$ cat config.mk
export PLATFORM = sky130hd
export DESIGN_NAME = vmmu_pixel_fetch
export DESIGN_NICKNAME = d
export VERILOG_FILES = /design/src/rtl/vmmu_pixel_fetch.sv
export SDC_FILE = /design/constraint.sdc
export NUM_CORES = 1
export LEC_CHECK = 0
export CAP_MARGIN = 20
export CORE_AREA = 2 2 126 128
export DETAILED_ROUTE_END_ITERATION = 10
export DIE_AREA = 0 0 128 130
export PLACE_DENSITY = 0.77
export SETUP_SLACK_MARGIN = 0.15
export SKIP_CTS_REPAIR_TIMING = 1
export SLEW_MARGIN = 20
export SYNTH_ARGS = -nofsm -noshare
export SYNTH_HDL_FRONTEND = slang
export SYNTH_SLANG_ARGS = --single-unit
$ cat constraint.sdc
create_clock -name MemClk -period 3.3 [get_ports MemClk]
set_clock_uncertainty 0.2 [all_clocks]
set_input_delay 0.66 -clock MemClk [delete_from_list [all_inputs] [get_ports MemClk]]
set_output_delay 0.66 -clock MemClk [all_outputs]
set_load 0.02 [all_outputs]
$ cat src/rtl/vmmu_pixel_fetch.sv
// rtl/vmmu_pixel_fetch.sv - arbiter read client: linear frame fetch into a pixel FIFO for scanout
// Optional: define VMMU_FETCH_STATS_EN to add the DropCount port.
module vmmu_pixel_fetch #(
    parameter int AWIDTH       = 19,
    parameter int DWIDTH       = 8,
    parameter int FIFO_DEPTH   = 16,
    parameter int BASE_ADDR    = 0,
    parameter int FRAME_PIXELS = 307200
) (
    input  logic                          MemClk,
    input  logic                          Reset,
    input  logic                          FrameStart,
    output logic [AWIDTH-1:0]             ReqAddr,
    input  logic [DWIDTH-1:0]             ReqReadData,
    input  logic                          ReadDataRdy,
    input  logic                          PixelReq,
    output logic [DWIDTH-1:0]             PixelData,
    output logic                          PixelValid,
    output logic [$clog2(FIFO_DEPTH):0]   Level,
    output logic                          FetchDone,
    output logic                          Underrun
`ifdef VMMU_FETCH_STATS_EN
    ,
    output logic [15:0]                   DropCount
`endif
);

    localparam int PW = $clog2(FIFO_DEPTH);
    localparam int LW = PW + 1;
    localparam int CW = $clog2(FRAME_PIXELS + 1);

    localparam logic [AWIDTH-1:0] BASE    = AWIDTH'(BASE_ADDR);
    localparam logic [LW-1:0]     DEPTH_L = LW'(FIFO_DEPTH);
    localparam logic [CW-1:0]     LAST    = CW'(FRAME_PIXELS - 1);

    logic [DWIDTH-1:0] r_mem [FIFO_DEPTH];
    logic [PW-1:0]     r_wr_ptr;
    logic [PW-1:0]     r_rd_ptr;
    logic [LW-1:0]     r_level;
    logic [CW-1:0]     r_cnt;
    logic [AWIDTH-1:0] r_addr;
    logic [DWIDTH-1:0] r_pdata;
    logic              r_pvalid;
    logic              r_done;
    logic              r_underrun;

    logic w_full;
    logic w_empty;
    logic w_push;
    logic w_pop;

    assign w_full  = (r_level == DEPTH_L);
    assign w_empty = (r_level == '0);
    // FrameStart wins over any same-cycle read or pop.
    assign w_push  = ReadDataRdy && !r_done && !w_full && !FrameStart;
    assign w_pop   = PixelReq && !w_empty && !FrameStart;

    always_ff @(posedge MemClk) begin
        if (!Reset && w_push) begin
            r_mem[r_wr_ptr] <= ReqReadData;
        end
    end

    always_ff @(posedge MemClk) begin
        if (Reset) begin
            r_wr_ptr   <= '0;
            r_rd_ptr   <= '0;
            r_level    <= '0;
            r_cnt      <= '0;
            r_addr     <= BASE;
            r_pdata    <= '0;
            r_pvalid   <= 1'b0;
            r_done     <= 1'b0;
            r_underrun <= 1'b0;
        end else if (FrameStart) begin
            r_wr_ptr   <= '0;
            r_rd_ptr   <= '0;
            r_level    <= '0;
            r_cnt      <= '0;
            r_addr     <= BASE;
            r_pvalid   <= 1'b0;
            r_done     <= 1'b0;
            r_underrun <= 1'b0;
        end else begin
            if (w_push) begin
                r_wr_ptr <= r_wr_ptr + 1'b1;
                r_addr   <= r_addr + 1'b1;
                r_cnt    <= r_cnt + 1'b1;
                if (r_cnt == LAST) begin
                    r_done <= 1'b1;
                end
            end
            if (w_pop) begin
                r_rd_ptr <= r_rd_ptr + 1'b1;
                r_pdata  <= r_mem[r_rd_ptr];
            end
            r_pvalid <= w_pop;
            if (PixelReq && w_empty) begin
                r_underrun <= 1'b1;
            end
            case ({w_push, w_pop})
                2'b10:   r_level <= r_level + 1'b1;
                2'b01:   r_level <= r_level - 1'b1;
                default: r_level <= r_level;
            endcase
        end
    end

`ifdef VMMU_FETCH_STATS_EN
    logic [15:0] r_drop;

    always_ff @(posedge MemClk) begin
        if (Reset || FrameStart) begin
            r_drop <= '0;
        end else if (ReadDataRdy && !r_done && w_full && (r_drop != 16'hFFFF)) begin
            r_drop <= r_drop + 1'b1;
        end
    end

    assign DropCount = r_drop;
`endif

    assign ReqAddr    = r_addr;
    assign PixelData  = r_pdata;
    assign PixelValid = r_pvalid;
    assign Level      = r_level;
    assign FetchDone  = r_done;
    assign Underrun   = r_underrun;

endmodule

==> results of run 1 <==
==> where the power goes <==
group | leakage, nW | total [mW] | switching [mW] | internal (mW)
Combinational | 0.999 | 0.140 | 0.0875 | 0.0524
Clock | 0.278 | 2.05 | 0.857 | 1.19
Sequential | 1.65 | 2.55 | 0.00819 | 2.55
Total | 2.93 | 4.74 | 0.953 | 3.79
==> state kept, by name (all words and copies together) (netlist names) <==
signal      cells
Level           5
r_rd_ptr        4
r_wr_ptr        4
r_cnt          19
PixelValid      1
FetchDone       1
PixelData       8
Underrun        1
ReqAddr        19
r_mem         128
==> synth_stat cells (10+ instances only) <==
master	number	area (um^2)
sky130_fd_sc_hd__nor2_1	45	169
sky130_fd_sc_hd__dfxtp_1	62	1240
sky130_fd_sc_hd__or4_1	15	113
sky130_fd_sc_hd__nand2_1	30	113
sky130_fd_sc_hd__mux2i_1	40	400
sky130_fd_sc_hd__o31ai_1	16	120
sky130_fd_sc_hd__nand3_1	17	85.1
sky130_fd_sc_hd__clkbuf_1	24	90.1
sky130_fd_sc_hd__o22ai_1	14	87.6
sky130_fd_sc_hd__mux4_2	16	360
sky130_fd_sc_hd__a211oi_1	10	75.1
sky130_fd_sc_hd__a21oi_1	28	140
sky130_fd_sc_hd__ha_1	11	138
sky130_fd_sc_hd__edfxtp_1	128	3840
sky130_fd_sc_hd__buf_2	10	50.1
sky130_fd_sc_hd__or3_1	15	93.8
==> per-layer routing <==
layer	GRT usage, %	vias up	routed length, um
met3	3.77	29	933
met4	8.60	0	345
met1	25.9	2567	6870
li1	-	2425	-
met2	37.3	185	8710
met5	0	-	0
==> tightest hold or removal path, cell delays in order (launching register included) <==
cell	delay (ns)
sky130_fd_sc_hd__dfxtp_1	0.31
sky130_fd_sc_hd__nand2_1	0.05
sky130_fd_sc_hd__mux2i_1	0.05
==> through the flow <==
step	worst slack (ns)	std cells	instance area, um^2	setup TNS (ns)
after CTS	0.369	859	9350	0
after global routing	0.195	859	9350	0
final	0.354	859	9350	0
after floorplan	0.178	593	7950	0
after global placement	-0.0195	827	8750	-0.0195
after detailed placement	-0.0707	827	8750	-0.0707
==> final cells by class <==
| class | count | area [um^2] |
|---|---|---|
| clock buffers | 18 | 429 |
| clock inverters | 14 | 169 |
| fillers | 1206 | 6080 |
| inverters | 10 | 37.5 |
| multi-input cells | 356 | 2670 |
| flip-flops and latches | 190 | 5090 |
| well taps | 192 | 240 |
| repair buffers | 79 | 711 |
==> how the worst max path moves through the flow <==
stage	start	endpoint	slack [ns]	cells after the start
2_1_floorplan	FrameStart	Level[4]	0.18	10
3_3_place_gp	ReadDataRdy	Level[4]	-0.02	10
6_report	ReadDataRdy	Level[4]	0.35	10
3_5_place_dp	ReadDataRdy	Level[4]	-0.07	10
5_1_grt	ReadDataRdy	Level[4]	0.20	10
4_1_cts	ReadDataRdy	Level[4]	0.37	10
==> placed cells by master, fill, tap and decap left out, drive strengths merged, types with 3 or more instances in the layout <==
cell / instances
nand2b: 4
clkdlybuf4s50: 47
a31oi: 3
o22ai: 14
and4: 5
mux4: 16
ha: 11
nor2: 45
or3: 15
edfxtp: 128
a21oi: 29
o311ai: 3
nor3: 7
bufinv: 3
nand2: 30
nand3: 17
nand4: 7
a311oi: 8
xor2: 6
clkbuf: 18
mux2i: 40
o21ai: 6
o31ai: 16
o41ai: 3
inv: 11
o211ai: 4
clkinvlp: 5
nor2b: 5
nand3b: 5
clkinv: 5
xnor2: 9
nor4: 3
a211oi: 10
buf: 32
dfxtp: 62
or4: 15
==> kinds of logic after synthesis <==
kind of cell / count (synthesis)
AO/OA/AOI/OAI: 107
AND/OR/NAND/NOR: 166
adder cells (fa/ha/maj): 12
flip-flops: 190
buffers and inverters: 47
multiplexers: 56
XOR/XNOR: 15
==> results.txt, run 1 <==
The run finished with clean final reports. Summing the areas of all compound-gate instances in the mapped netlist gives 9.26% of the synthesized area. The startpoint identified for the worst hold timing path is r_cnt[9]. The clock input transition at the sequential cells of the worst setup and hold paths is 0.07 ns, and the number of flops mapped to enable cells by yosys is 128. At the worst endpoint, the arrival time is 3.10 ns. In the synthesized netlist, the number of instances is 593.

Across all register-to-register paths, the minimum setup slack is 0.56 ns. Clock tree synthesis inserted a total of 17 buffers. The number of nets handed over by synthesis was 618.

Clock latency reported for the late side of the worst-skew pair: 0.42 ns. The first TritonRoute pass finished after 5 iterations. TritonCTS built the clock tree. For the via count of the first global-routing pass, the log shows 5196.

The number of clock sinks seen by CTS is 190. For this run, the register share of the synthesized area comes to 64.0%. For the wire length of the first global-routing pass, the log shows 26800 um.

The remaining antenna violation count came out at 0. Compared with the post-synthesis result, the final layout area differs by 17.6%. The worst hold path belongs to the class reg2reg. Summing the areas of all fa, ha and maj instances in the mapped netlist gives 1.98% of the synthesized area.

Top flip-flop cell by instance count after synthesis: sky130_fd_sc_hd__edfxtp_1. Detailed-route DRC error count: 0. The worst setup path is captured at a register. Static timing analysis puts the maximum clock frequency at 339 MHz.

The clock period could shrink to 2.95 ns. The floorplan step defined a die boundary enclosing 16600 um^2. The critical-path maximum fanout was 4.

The logs give 51.5% for the effective utilization at floorplan and 5206 for the total number of vias. 0 antenna diodes ended up in the layout. Setup repair after global routing left no endpoint under its margin. The tightest hold path in the finished design has a slack of 0.255 ns. The distinct cell type count after synthesis came out at 52. After global routing the overflow that remains totals 0. The final critical path takes up 89.3% of the cycle. The xor and xnor area share after synthesis was 1.65%.

The setup path with the least slack is of type in2reg. The endpoint identified for the worst register-to-register timing path is Level[4]. The H-tree generated during clock tree synthesis spans 4 levels. For this design the top-level I/O count stands at 48. For hold timing, the worst endpoint is r_cnt[9]. The number of cells on the worst reg-to-reg path is 8. The core region area is 15400 um^2, and the cell leakage power is 2.93 nW. Counting flops with an async set or reset pin after synthesis yields a share of 0%. The synthesized flop and latch total was 190; the chip width was 128 um. Cell type of the slowest stage on the worst timing path: sky130_fd_sc_hd__clkdlybuf4s50_1.

The worst hold path was traced through 2 stages. By area, the combinational part of the netlist is dominated by simple AND/OR/NAND/NOR gates. The actual transition at the worst max-transition pin was 1.06 ns. In the final routed layout, each cell accounts on average for 19.6 um.

The global routing usage summed across all routing layers was 21.1%. The number of antenna violations at the first check in global routing is 0. The per-instance average area after synthesis came out at 13.4 um^2.

The startpoint type of the worst setup path was an input port. IR analysis of the VDD net gives a maximum drop of 0.349 mV. The cell family with the largest share of critical-path delay was adder cells.

The signal on the critical path passes through clkdlybuf4s50_1, or3b_4, a21oi_4, inv_2, ha_2, fa_1, a21o_1, a21oi_1, mux2i_1, mux2i_1. Summing every instance area after synthesis gives 7940 um^2. The logs give 3.46 ns for the required time of the worst setup path and 0 for the hold violation total from the final report.

Of the total synthesized cell area, the portion taken by AND, OR, NAND and NOR gates is 11.1%. Max-cap violations in this run came to 0. The power density over the cells was 507 nW/um^2; the post-layout net count was 679. The design draws 4.74 mW.

No sink is reached through more buffers than the 2 on the longest clock path. For this run, the number of Yosys warnings is 0. The final RePlAce weighted congestion is 0.833. In this run the clock root is driven by a sky130_fd_sc_hd__clkbuf_16. After the first detailed-routing iteration, the DRC count stood at 397.

For this block, the routed nets add up to 16900 um of wire. The number of buffers and inverters on the critical path came out at 2. The y dimension of the die was 130 um.

In the routed layout, each cell is associated on average with a via count of 6.06. The cell row count came out at 46. Summed over all nets, the half-perimeter wirelength after detailed placement is 11100 um. The cell that appears most often on the critical path is sky130_fd_sc_hd__mux2i_1. Input and output buffers added on the ports amount to 47.

The ratio of cells with drive above 1 in the final layout is 13.5%. The portion of synthesized area spent on multiplexers is 9.58%. For the core occupancy in the finished layout, the log shows 60.6%. In this run the critical register-to-register path is launched from Level[1]. The critical path's largest stage delay came out at 0.47 ns.

The number of slew-limit violations in the final report is 0, and the setup violation total in the final timing report is 0. The headroom to the max-slew limit was 28.6%. Entering global routing, the biggest net connects 29 pins.
(Power assumes the default switching activity.)
==> inputs of run 2 (changes only) <==
- CORE_AREA: 2 2 126 128 -> 2 2 115 140
- DIE_AREA: 0 0 128 130 -> 0 0 117 142
- PLACE_DENSITY: 0.77 -> not set
- PLACE_DENSITY_LB_ADDON: not set -> 0.25
==> results.txt, run 2 (same netlist as run 1, synthesis figures left out) <==
The total CTS buffers is 17 (unchanged). The I/O pin count is 48 (unchanged). Cell leakage power: 2.95 nW (was 2.93 nW).

The run gives 0 (unchanged) as the final antenna diode count. For the total negative slack, the log shows 0 ns (unchanged). Worst min-delay path endpoint: r_cnt[9] (unchanged).

The critical path's largest stage delay is 0.47 ns (about the same), and the ratio of cells with drive above 1 in the final layout is 13.4% (was 13.5%). The tools report the H-tree depth as 4 (unchanged). The cell seen most often among critical-path stages is sky130_fd_sc_hd__mux2i_1 (unchanged).

The post-synthesis to final-layout area growth works out to 18.4% (was 17.6%). The cell row count came out at 50 (was 46). The run gives 20.9% (was 21.1%) as the global routing usage summed across all routing layers. The number of port buffers was 47 (unchanged). The effective utilization at floorplan is 51.8% (was 51.5%), and the required time of the worst setup path is 3.47 ns (was 3.46 ns).

The run gives 190 (unchanged) as the number of clock sinks seen by CTS. The tools report the root cell of the clock tree as sky130_fd_sc_hd__clkbuf_16 (unchanged). The routed length per instance was 18.6 um (was 19.6 um). The detailed-router iteration count before antenna repair was 4 (was 5).

The commonest non-fill, non-tap cell in the layout was sky130_fd_sc_hd__edfxtp_1 (unchanged). Critical path cell sequence: clkdlybuf4s50_1, or3b_4, a21oi_4, inv_2, ha_2, fa_1, a21o_1, a21oi_1, mux2i_1, mux2i_1 (unchanged). The cell type of the slowest stage on the worst timing path is sky130_fd_sc_hd__clkdlybuf4s50_1 (unchanged). Startpoint of the worst hold path: r_cnt[9] (unchanged). The clock input transition at the sequential cells of the worst setup and hold paths works out to 0.07 ns (about the same). For the floorplan die area, the log shows 16600 um^2 (about the same). The arrival time at the worst endpoint was 3.11 ns (was 3.10 ns). The tools report the number of slew-limit violations in the final report as 0 (unchanged). The wire length of the first global-routing pass is 26200 um (was 26800 um), and the remaining antenna violation count is 0 (unchanged). The actual transition at the worst max-transition pin is 0.884 ns (was 1.06 ns).

For the setup violation total in the final timing report, the log shows 0 (unchanged). Power density over the cells: 518 nW/um^2 (was 507 nW/um^2). The kind of end point of the critical path was a register (unchanged).

The y dimension of the die works out to 142 um (was 130 um). The run gives 1182 (was 1206) as the number of fill cells in the layout. The final RePlAce weighted congestion came out at 0.863 (was 0.833). Setup repair after global routing left no endpoint under its margin.

The logs give 0 (unchanged) for the number of max-cap violations and 0.68 ns (was 0.56 ns) for the register-to-register path setup slack. The terminus of the critical flop-to-flop path is Level[4] (unchanged). The path type of the worst setup path is in2reg (unchanged). For the maximum achievable frequency, the log shows 339 MHz (about the same). The critical-path maximum fanout is 4 (unchanged). The number of non-filler instances in the completed layout was 874 (was 859); the per-cell via count in the routed design was 5.79 (was 6.06). The hold violation total from the final report is 0 (unchanged), and the peak supply drop is 0.224 mV (was 0.349 mV).

The cell family with the largest share of critical-path delay was adder cells (unchanged). The tools report the launch point of the worst reg-to-reg path as FetchDone (was Level[1]). The register name with the most flops was r_mem (unchanged). The logs give 0 (unchanged) for the remaining global-route overflow and 5061 (was 5206) for the total number of vias. The post-layout net count was 678 (was 679); the largest net degree at the start of global routing was 49 (was 29). The number of buffers and inverters on the critical path was 2 (unchanged). TritonCTS built the clock tree. Chip width: 117 um (was 128 um).

For the detailed-route DRC error count, the log shows 0 (unchanged). The number of antenna violations at the first check in global routing is 0 (unchanged). Buffer levels on the longest clock path: 2 (unchanged). The flip-flop count of the largest register, all copies and words added works out to 128 (unchanged). Class of the worst hold path: reg2reg (unchanged).

The tools report the total wirelength of the detailed-routed design as 16300 um (was 16900 um). The tools report the clock latency reported for the late side of the worst-skew pair as 0.43 ns (was 0.42 ns). The via count of the first global-routing pass came out at 5076 (was 5196). The run gives 15300 um^2 (was 15400 um^2) as the core region area. For the placed wire-length estimate after detailed placement, the log shows 10900 um (was 11100 um).

The run finished with clean final reports. The shortest period the worst path allows was 2.95 ns (about the same); the post-route clock period utilization was 89.3% (about the same). The cell depth of the worst min-delay path came out at 2 (unchanged). The area of all sequential standard cells was 5090 um^2 (unchanged); the instance count after placement with tap cells included was 842 (was 827). Most frequent cells in the layout: sky130_fd_sc_hd__edfxtp_1, sky130_fd_sc_hd__dfxtp_1, sky130_fd_sc_hd__clkdlybuf4s50_1 (unchanged).

Number of DRC markers in iteration 0: 297 (was 397). The number of cells on the worst reg-to-reg path works out to 9 (was 8). The footprint of the multi-input gates is 2670 um^2 (unchanged), and the headroom to the max-slew limit is 40.8% (was 28.6%). The startpoint type of the worst setup path was an input port (unchanged).
## run 2: changes by cell type in the layout (fill, tap and decap cells not counted)
cell	previous run	this run
sky130_fd_sc_hd__bufinv_16	3	4
sky130_fd_sc_hd__clkinv_4	2	1
sky130_fd_sc_hd__inv_6	1	3
sky130_fd_sc_hd__clkinv_1	0	1
sky130_fd_sc_hd__clkinvlp_4	5	2
sky130_fd_sc_hd__buf_4	32	30
sky130_fd_sc_hd__clkinv_2	3	2
sky130_fd_sc_hd__clkbuf_8	0	2
sky130_fd_sc_hd__clkbuf_1	1	0
sky130_fd_sc_hd__buf_12	0	1
## run 2: metrics by stage
stage	setup slack (ns)	power (mW)	hold slack (ns)	instance area [um^2]	util [%]
2_1_floorplan	0.178	2.67	0.235	7950	-
3_3_place_gp	-0.0303	2.74	0.244	8770	57.2
3_5_place_dp	-0.0916	2.75	0.276	8770	57.2
4_1_cts	0.361	4.91	0.285	9410	61.4
5_1_grt	0.193	5.02	0.318	9410	61.4
6_report	0.353	4.88	0.281	9410	61.4
## run 2: cell type report
cell class / instances / area share [%]
Multi-Input combinational cell: 356 / 28.4
Timing Repair Buffer: 78 / 7.61
Sequential cell: 190 / 54.1
Clock inverter: 13 / 1.95
Tap cell: 208 / 2.77
Inverter: 10 / 0.399
Clock buffer: 19 / 4.81
## run 2: layer usage
layer / share of wire (%) / track usage [%]
met2: 54 / 36.6
met4: 2.0 / 8.17
met3: 3.8 / 4.26
met5: 0 / 0
met1: 41 / 25.2
## run 2: worst reg2reg max path, delay by kind of cell, from the launching register on
family | cells | cell delay [ns]
adders and majority gates | 2 | 0.62
buffers and inverters | 1 | 0.05
muxes | 2 | 0.41
DFF | 1 | 0.35
AOI/OAI and AO/OA | 3 | 0.51
and+or+nand+nor | 1 | 0.43
## run 2: report_power, final
group | internal [mW] | switching (mW) | leakage, nW | total [mW]
sequential | 2.55 | 0.00682 | 1.65 | 2.55
combinational | 0.0520 | 0.0884 | 0.995 | 0.140
clock | 1.31 | 0.871 | 0.308 | 2.18
total | 3.91 | 0.966 | 2.95 | 4.88
## run 2: worst max path at each step
stage | startpoint | to | slack (ns) | cells past startpoint
floorplan | FrameStart | Level[4] | 0.18 | 10
global route | ReadDataRdy | Level[4] | 0.19 | 10
finish | ReadDataRdy | Level[4] | 0.35 | 10
detailed placement | ReadDataRdy | Level[4] | -0.09 | 10
global placement | ReadDataRdy | Level[4] | -0.03 | 10
CTS | ReadDataRdy | Level[4] | 0.36 | 10
==> RTL change 1 (flow settings as in run 1) <==
`FRAME_PIXELS`: 307200 -> 76800.
--- a/src/rtl/vmmu_pixel_fetch.sv
+++ b/src/rtl/vmmu_pixel_fetch.sv
@@ -5,7 +5,7 @@
     parameter int DWIDTH       = 8,
     parameter int FIFO_DEPTH   = 16,
     parameter int BASE_ADDR    = 0,
-    parameter int FRAME_PIXELS = 307200
+    parameter int FRAME_PIXELS = 76800
 ) (
     input  logic                          MemClk,
     input  logic                          Reset,
Check against the original RTL: no difference found for any inputs over 4 cycles, from zero or initial values and one cycle with Reset high; that may be too few to reach the edited logic, so the function may still have changed.
==> RTL change 1 against run 1 <==
  * Core utilization fell by 0.88 points
  * Routed wire length is 4.4% lower
  * Register-to-register slack gained 0.07 ns
  * Total power shrank 2.2%
  * Setup slack got worse by 0.068 ns
  * Cell area fell by 1.4%
  * Synthesized area down 2.2%
  * Sequential cell count fell by 2
==> RTL change 1: results <==
{
  "outcome": "completed",
  "holdWs_ns": 0.2782,
  "drive_gt1_share_pct": 18.64,
  "grt_max_degree": 42,
  "ir_drop_uv": 472.1,
  "r2r_setup_slack_ns": 0.63,
  "num_vias": 4851,
  "synthTopCellsByCount": "edfxtp_1 (128), dfxtp_1 (60), nor2_1 (39)",
  "dp_hpwl_um": 10510,
  "gp_congestion": 0.7896,
  "relSlewSlack_pct": 39.36,
  "clkSlewWorstSetupHoldPaths_ns": 0.06,
  "n_fill_cell": 1155,
  "globalRouteTotalUtil_pct": 20.58,
  "ys_top_cells_by_area": "edfxtp_1 (49%), dfxtp_1 (15%), mux4_2 (9.3%)",
  "final_nets": 629,
  "hold_start": "r_cnt[16]",
  "synthArstFlopShare_pct": 0,
  "hold_path.class": "reg2reg",
  "wl_per_cell_um": 19.93,
  "first_iter_violations": 446,
  "p_clk_uw": 1990,
  "clockBufferDepth": 2,
  "antenna_found_initial": 0,
  "leakage_uw": 0.002936,
  "r2r_start": "Level[4]",
  "hold_path_end": "r_cnt[16]",
  "first_global_vias": 4670,
  "synth_seq_area_share_pct": 64.91,
  "p_sw_uw": 952.8,
  "syn_nets": 556,
  "ys_types": 51,
  "cts_root_buffer": "clkbuf_16",
  "r2r_cells": 9,
  "grt_pass1_wl_um": 25560
}
[RTL change 1: layer usage]
layer / track usage, % / vias up / share of wire [%]
met5: 0 / - / 0
met4: 6.593 / 0 / 1.5
met3: 4.510 / 20 / 4.1
met2: 33.75 / 126 / 49
met1: 27.79 / 2465 / 45
li1: - / 2240 / -
[RTL change 1: per-stage QoR]
stage	instance area, um^2	power, uW	std cells	setup slack (ns)
2_1_floorplan	7776	2629	531	0.1947
3_3_place_gp	8621	2695	777	-0.1351
3_5_place_dp	8621	2702	777	-0.2092
4_1_cts	9204	4685	809	0.2289
5_1_grt	9210	4787	809	0.1623
6_report	9210	4635	809	0.2858
[RTL change 1: layout make-up]
| class | count | area [um^2] | area share, % |
|---|---|---|---|
| inverter | 8 | 30.03 | 0.3260 |
| sequential | 188 | 5047 | 54.80 |
| multi-input combinational | 308 | 2571 | 27.92 |
| clock inverter | 10 | 108.9 | 1.182 |
| clock buffer | 22 | 474.2 | 5.149 |
| timing repair buffer | 81 | 738.2 | 8.015 |
| tap | 192 | 240.2 | 2.608 |
[RTL change 1: worst max-delay path: stages]
cell and delay [ns]:
clkdlybuf4s50_1 0.50, or3b_4 0.39, a21oi_1 0.17, inv_1 0.09, ha_2 0.23, fa_1 0.40, a21o_1 0.18, a21oi_2 0.14
mux2i_1 0.23, mux2i_1 0.19
[RTL change 1: logic make-up (layout without fill, tap and decap cells)]
logic type / count (synthesis) / after routing / share of synthesized area (%)
flops: 188 / 188 / 64.91
simple gates: 131 / 131 / 8.983
compound gates: 94 / 94 / 8.000
mux: 52 / 52 / 11.85
buf+inv: 35 / 121 / 2.093
xor+xnor: 19 / 19 / 2.141
fa+ha+maj: 12 / 12 / 2.028
==> RTL change 2 (settings of run 1) <==
Without the edit above. Compare `r_cnt` against `LAST` with >= in place of ==.
--- a/src/rtl/vmmu_pixel_fetch.sv
+++ b/src/rtl/vmmu_pixel_fetch.sv
@@ -86,7 +86,7 @@
                 r_wr_ptr <= r_wr_ptr + 1'b1;
                 r_addr   <= r_addr + 1'b1;
                 r_cnt    <= r_cnt + 1'b1;
-                if (r_cnt == LAST) begin
+                if (r_cnt >= LAST) begin
                     r_done <= 1'b1;
                 end
             end
Behaviour: same outputs for any inputs over 4 cycles, from zero or initial values and one cycle with Reset high; that may be too few to reach the edited logic, so the function may still have changed.
==> RTL change 2 against run 1 <==
  * Total power is 0.15% lower
  * Routed wire length down 2.1%
  * Clock power about the same
  * Synthesized area down 1.9%
  * Cell area about the same
  * Hold slack better by 0.030 ns
  * Via count decreased by 5.6%
  * Fmax shrank 4.6%
  * Sequential power about the same
  * Sequential cell count stayed put
  * Setup slack worse by 0.14 ns
  * Count of clock-buffer cells in the layout did not move
  * Critical endpoint unchanged
  * Largest cell class unchanged
  * Largest power group unchanged
  * Highest routed layer unchanged
==> RTL change 2: results <==
{
  "gp_congestion": 0.8112,
  "relSlewSlack_pct": 43.32,
  "grt_max_degree": 48,
  "place_area_mm2": 0.008740,
  "crit_family": "simple AND/OR/NAND/NOR gates",
  "outcome": "completed",
  "avgSynthCellArea_um2": 13.67,
  "drive_gt1_share_pct": 14.76,
  "worstPathMaxFanout": 3,
  "firstDrtPassIters": 4,
  "ir_drop_uv": 321.0,
  "dp.cells": 824,
  "routed_wl_um": 16510,
  "synthTopCellsByCount": "edfxtp_1 (128), nor2_1 (71), dfxtp_1 (62)",
  "arrival_ns": 3.25,
  "swShare_pct": 20.03,
  "clk_latency_ns": 0.43,
  "globalRouteTotalUtil_pct": 21.16,
  "synth_seq_area_share_pct": 65.25,
  "dp_hpwl_um": 11380,
  "final_cells": 856,
  "n_fill_cell": 1151,
  "first_iter_violations": 469,
  "final_nets": 676,
  "leakage_uw": 0.002946,
  "num_vias": 4913,
  "post-place-ws_ns": -0.3503,
  "grt_pass1_wl_um": 26380,
  "ys_top_cells_by_area": "edfxtp_1 (49%), dfxtp_1 (16%), mux4_2 (5.2%)"
}
## RTL change 2: changes by cell type after synthesis, moves of 6 or more
cell / before / now
nor2_1: 45 / 71
xor2_1: 6 / 22
o31ai_1: 16 / 1
a21oi_1: 28 / 14
or4_1: 15 / 3
clkbuf_1: 24 / 14
or3_1: 15 / 5
xnor2_1: 9 / 18
nor3_1: 6 / 13
mux2i_1: 40 / 34
## RTL change 2: routing by layer
layer  up-vias  share of wire, %  GRT usage [%]
met2       150                50          36.40
met3        34               5.3          5.043
met4         0               3.2          10.15
met5         -                 0              0
met1      2433                41          25.34
li1       2296                 -              -
## RTL change 2: tightest hold or removal path, delay by kind of cell, from the launching register on
| kind | cells | cell delay [ns] |
|---|---|---|
| flip-flops | 1 | 0.34 |
| AO/OA/AOI/OAI | 1 | 0.04 |
| AND/OR/NAND/NOR | 1 | 0.07 |
## RTL change 2: final timing paths
path,start,endpoint,slack [ns],depth (start not counted)
setup / recovery,ReadDataRdy,Level[4],0.21,11
hold / removal,Underrun,Underrun,0.29,2
setup reg to reg,Level[3],Level[4],0.32,11
hold reg to reg,Underrun,Underrun,0.29,2
## RTL change 2: area by class of cell
class                   count  area (um^2)  area share [%]
multi-input cells         344         2592           27.75
repair buffers             85        780.7           8.357
clock buffers              18        429.2           4.594
clock inverters            14        165.2           1.768
inverters                  13        48.80          0.5223
flip-flops and latches    190         5086           54.44
well taps                 192        240.2           2.571
## RTL change 2: cells by family after synthesis
logic type / synth area share (%)
DFF: 65.25
muxes: 9.570
AOI/OAI and AO/OA: 5.877
and+or+nand+nor: 10.92
adders and majority gates: 2.023
buffers and inverters: 1.863
xor gates and xnor gates: 4.496
## RTL change 2: power by group through the flow
stage / Sequential (uW) / Clock [uW] / Combinational (uW)
detailed placement: 2610 / 0 / 133
floorplan: 2610 / 0 / 53.8
global route: 2550 / 2170 / 145
CTS: 2550 / 2080 / 134
finish: 2550 / 2050 / 133
global placement: 2600 / 0 / 128
## RTL change 2: through the flow
step | hold slack (ns) | total power (uW)
floorplan | 0.2716 | 2662
global placement | 0.2670 | 2733
detailed placement | 0.2701 | 2738
CTS | 0.2853 | 4766
global route | 0.3014 | 4867
finish | 0.2855 | 4735
